$ cat config.mk
export PLATFORM = sky130hd
export DESIGN_NAME = cordic_fix2float
export DESIGN_NICKNAME = d
export VERILOG_FILES = /design/src/rtl/cordic_fix2float.sv
export SDC_FILE = /design/constraint.sdc
export NUM_CORES = 1
export LEC_CHECK = 0
export ABC_AREA = 0
export BUFFER_PORTS_ARGS = -buffer_cell sky130_fd_sc_hd__buf_2
export CORE_MARGIN = 2
export CORE_UTILIZATION = 50
export DETAILED_ROUTE_END_ITERATION = 8
export PLACE_DENSITY = 0.7
export SKIP_LAST_GASP = 1
export SLEW_MARGIN = 20
export SYNTH_ARGS = -nofsm -noshare
export SYNTH_HDL_FRONTEND = slang
export SYNTH_SLANG_ARGS = --single-unit
$ cat constraint.sdc
create_clock -name clk -period 3.4 [get_ports clk]
set_clock_uncertainty 0.05 [all_clocks]
set_input_delay 0.17 -clock clk [delete_from_list [all_inputs] [get_ports clk]]
set_output_delay 0.17 -clock clk [all_outputs]
set_load 0.05 [all_outputs]
$ cat src/rtl/cordic_fix2float.sv
`default_nettype none
// ============================================================================
// Module   : cordic_fix2float
// Brief    : Converts the signed fixed-point CORDIC result into an IEEE-754
//            single-precision word. Three-stage valid/ready pipeline that
//            advances all stages together and accepts one value per cycle.
// Revision : 1.0 - initial release
// ============================================================================
module cordic_fix2float #(
    parameter int FRACS = 20,
    parameter int INTS  = 1,
    parameter int WIDTH = INTS + FRACS + 1
) (
    input  logic             clk,
    input  logic             reset,
    input  logic             clk_en,
    input  logic             in_valid,
    output logic             in_ready,
    input  logic [WIDTH-1:0] in_fixed,
    output logic             out_valid,
    input  logic             out_ready,
    output logic [31:0]      out_float
);

    // Leading-one positions 0..23 always fit in five bits since WIDTH <= 24.
    localparam int c_pos_w    = 5;
    localparam int c_exp_bias = 127;

    logic               w_adv;
    logic               w_sign;
    logic [WIDTH-1:0]   w_mag;
    logic               w_zero;
    logic [c_pos_w-1:0] w_pos;
    logic [7:0]         w_exp;
    logic [23:0]        w_norm;
    logic [31:0]        w_float;

    logic               r_s1_valid;
    logic               r_s1_sign;
    logic [WIDTH-1:0]   r_s1_mag;
    logic               r_s1_zero;

    logic               r_s2_valid;
    logic               r_s2_sign;
    logic [WIDTH-1:0]   r_s2_mag;
    logic               r_s2_zero;
    logic [c_pos_w-1:0] r_s2_pos;

    logic               r_out_valid;
    logic [31:0]        r_out_float;

    // The whole pipeline moves as one unit whenever the output slot is free.
    assign w_adv     = clk_en && (!r_out_valid || out_ready);
    assign in_ready  = w_adv;
    assign out_valid = r_out_valid;
    assign out_float = r_out_float;

    // Stage 1 logic: sign/magnitude split; the most negative input maps to
    // 2^(WIDTH-1), which is still correct when read as unsigned.
    always_comb begin
        w_sign = in_fixed[WIDTH-1];
        w_mag  = w_sign ? -in_fixed : in_fixed;
        w_zero = (in_fixed == '0);
    end

    // Stage 2 logic: priority encoder, the highest set bit wins.
    always_comb begin
        w_pos = '0;
        for (int i = 0; i < WIDTH; i++) begin
            if (r_s1_mag[i]) begin
                w_pos = c_pos_w'(i);
            end
        end
    end

    // Stage 3 logic: bias the exponent, left-align bits below the leading one.
    always_comb begin
        w_exp   = 8'(c_exp_bias + int'(r_s2_pos) - FRACS);
        w_norm  = 24'(r_s2_mag) << (5'd23 - r_s2_pos);
        w_float = r_s2_zero ? 32'h0000_0000 : {r_s2_sign, w_exp, w_norm[22:0]};
    end

    // Pipeline registers: cleared asynchronously, shifted together on advance.
    always_ff @(posedge clk or negedge reset) begin
        if (!reset) begin
            r_s1_valid  <= 1'b0;
            r_s1_sign   <= 1'b0;
            r_s1_mag    <= '0;
            r_s1_zero   <= 1'b0;
            r_s2_valid  <= 1'b0;
            r_s2_sign   <= 1'b0;
            r_s2_mag    <= '0;
            r_s2_zero   <= 1'b0;
            r_s2_pos    <= '0;
            r_out_valid <= 1'b0;
            r_out_float <= 32'h0000_0000;
        end else if (w_adv) begin
            r_s1_valid  <= in_valid;
            r_s1_sign   <= w_sign;
            r_s1_mag    <= w_mag;
            r_s1_zero   <= w_zero;
            r_s2_valid  <= r_s1_valid;
            r_s2_sign   <= r_s1_sign;
            r_s2_mag    <= r_s1_mag;
            r_s2_zero   <= r_s1_zero;
            r_s2_pos    <= w_pos;
            r_out_valid <= r_s2_valid;
            r_out_float <= w_float;
        end
    end

endmodule
`default_nettype wire
==> results.yml <==
layout:
  drive_above_1_share: 0.189
  area_growth_pct: 13.3
  multi_input_area_mm2: 0.00256
  nNetsFinal: 619
  instances_no_fill: 726
  layout_common_cells: "nand2_1, dfrtp_1, buf_2"
  final_common_cell: "nand2_1"
  regArea_mm2: 0.00220
  final.fill_count: 903
  diodes: 0
global_route:
  grtUsageTotal: 0.214
  grt_overflow: 0
  grt_pass1_vias: 3797
  grt_pass1_wl_um: 18200
  antenna_found_initial: 0
  grt_start_max_net_pins: 89
detailed_routing:
  vias: 4023
  wl_per_cell_um: 14.9
  drt_pass1_iterations: 4
  drc: 0
  drt_iter0_markers: 139
  antenna_left: 0
  wirelength_um: 10800
  via_per_inst: 5.54
power:
  peakVddDrop_mv: 0.322
  leakage_nw: 2.62
  cellPowerDensity_mw_per_mm2: 831
synth:
  avgSynthCellArea_um2: 9.12
  synth_area_mm2: 0.00494
  synth-main-ff-cell: "dfrtp_1"
  seq_area_frac_synth: 0.445
  syn-instance-count: 542
  yosys.area.top_type: "dfrtp_1"
  synth_edf_count: 0
  synth_area_leaders: "dfrtp_1, nand2_1, mux4_2, o21ai_0, mux2i_1"
  synth_cell_type_count: 48
  ys_warn_count: 0
  synth_nets: 573
  synth_top_cell_area_share: 0.445
  ys_async_sr_fraction: 1.00
  synth_seq_cells: 88
status:
  status: "complete, no violations"
sta:
  timing.final.hold_violations: 0
  drv_slew: 0
  slew_headroom: 0.431
  setup_tns_ps: 0
  rsz0062_at_grt: "no"
  period_share: 0.706
  worst_pin_slew_ps: 846
  period_minus_slack_ps: 2400
  hold-worst-slack_ps: 51.0
  setup_viol: 0
  fmax_mhz: 417
place:
  place_congestion: 0.846
  place_hpwl_um: 7730
  portBuffers: 60
  placedCellCount: 708
die:
  io_pins: 61
  rows: 36
  core-area_mm2: 0.00968
  die_h_um: 103
  start_util: 0.511
  die_width_um: 103
  dieArea_mm2: 0.0107
critical_path:
  ff2ff_path_depth: 5
  crit_path_end_kind: "output pin"
  cp_cell_sequence: "nor2b_1 -> nand2b_4 -> clkinv_1 -> buf_4 -> buf_2"
  cp_slowest_stage_delay_ps: 530
  crit_type: "reg2out"
  worstPathArrival_ps: 2180
  crit_path_max_fanout: 52
  required_ps: 3180
  cp-start-kind: "register"
  crit_slowest_cell: "nand2b_4"
clock_tree:
  worstSkewPairLatency_ps: 360
  cts_setup_buffers: 0
  cts_buffers: 9
  htreeDepth: 3
  cts-root-buf: "clkbuf_8"
  clockBufferDepth: 2
  clock-sinks: 88
  cts_hold_buf: 2
  cts_resized: 0
  clk_pin_slew_ps: 90
  cts_tree: "done"
hold_path:
  hold_path_class: "in2reg"
  holdPathStages: 3
flow_run:
  maxCapViolCount: 0
[logic make-up (layout without fill, tap and decap cells)]
group,after synthesis,count (layout),share of synthesized area
AND/OR/NAND/NOR,206,206,0.182
AO/OA/AOI/OAI,131,131,0.169
flip-flops,88,88,0.445
buffers and inverters,50,101,0.0392
multiplexers,41,41,0.115
XOR/XNOR,22,22,0.0390
adder cells (fa/ha/maj),4,4,0.0101
[worst paths after layout]
check                                        startpoint                         to  slack (ps)
worst max register to register  r_s2_pos[2]$_DFFE_PN0P_  out_float[22]$_DFFE_PN0P_        1110
worst min register to register   r_s2_valid$_DFFE_PN0P_      out_valid$_DFFE_PN0P_         420
worst max-delay path              out_valid$_DFFE_PN0P_                   in_ready        1000
min in group asynchronous                         reset  out_float[28]$_DFFE_PN0P_         360
max in group asynchronous                         reset   r_s1_mag[13]$_DFFE_PN0P_        2390
worst min-delay path                       in_fixed[20]      r_s1_zero$_DFFE_PN0P_          50
[state kept, by name, indices dropped and copies added, names as in the netlist]
| signal | count |
|---|---|
| out_float | 32 |
| out_valid | 1 |
| r_s1_mag | 22 |
| r_s1_sign | 1 |
| r_s1_valid | 1 |
| r_s1_zero | 1 |
| r_s2_mag | 22 |
| r_s2_pos | 5 |
| r_s2_sign | 1 |
| r_s2_valid | 1 |
| r_s2_zero | 1 |
[area by class of cell]
type	instances	share of cell area
clock buffers	10	0.0246
multi-input cells	404	0.456
clock inverters	6	0.0161
repair buffers	72	0.0717
inverters	13	0.00871
flip-flops and latches	88	0.393
well taps	133	0.0297
[per-layer routing]
metal,part of all wire,routed length (µm),GRT usage
met1,0.48,5180,0.291
met2,0.47,5050,0.346
met3,0.034,366,0.0349
met4,0.019,209,0.0810
met5,0,0,0
[worst max-delay path, delay by kind of cell (launching register included)]
family | cells | cell delay (ps)
simple gates | 2 | 810
buf+inv | 3 | 620
flops | 1 | 380
[per-stage QoR]
stage	worst slack, ps	power, mW	util	cell area (µm²)
after floorplan	972	3.29	-	4940
after global placement	1010	3.79	0.553	5350
after detailed placement	893	3.84	0.553	5350
after CTS	977	4.67	0.578	5600
after global routing	819	4.96	0.579	5600
final	1000	4.65	0.579	5600
[cells in the mapped netlist (2+ instances only)]
cell / instances
clkbuf_1: 24
a21oi_1: 29
mux2_2: 8
xnor2_1: 3
o221a_2: 2
buf_1: 8
mux2i_1: 21
nor2b_1: 8
ha_1: 4
mux4_2: 12
o31ai_1: 11
nor4_1: 6
clkinv_1: 2
o21a_1: 2
nand3_1: 4
a211oi_1: 4
o21ai_0: 47
or4_1: 5
inv_1: 11
o221ai_1: 2
a221oi_1: 2
o41ai_1: 9
or3_1: 3
nand2_1: 146
buf_2: 5
nor3_1: 3
nand2b_1: 5
xor2_1: 19
dfrtp_1: 88
a22o_1: 10
a22oi_1: 3
a221o_1: 2
nor2_1: 18
o21ai_1: 2
[report_power, final]
group / internal [mW] / total (mW) / switching [mW]
registers: 1.34 / 1.62 / 0.281
logic: 0.801 / 2.20 / 1.40
clock network: 0.437 / 0.829 / 0.393
No activity file was read; power rests on OpenSTA's default activity.
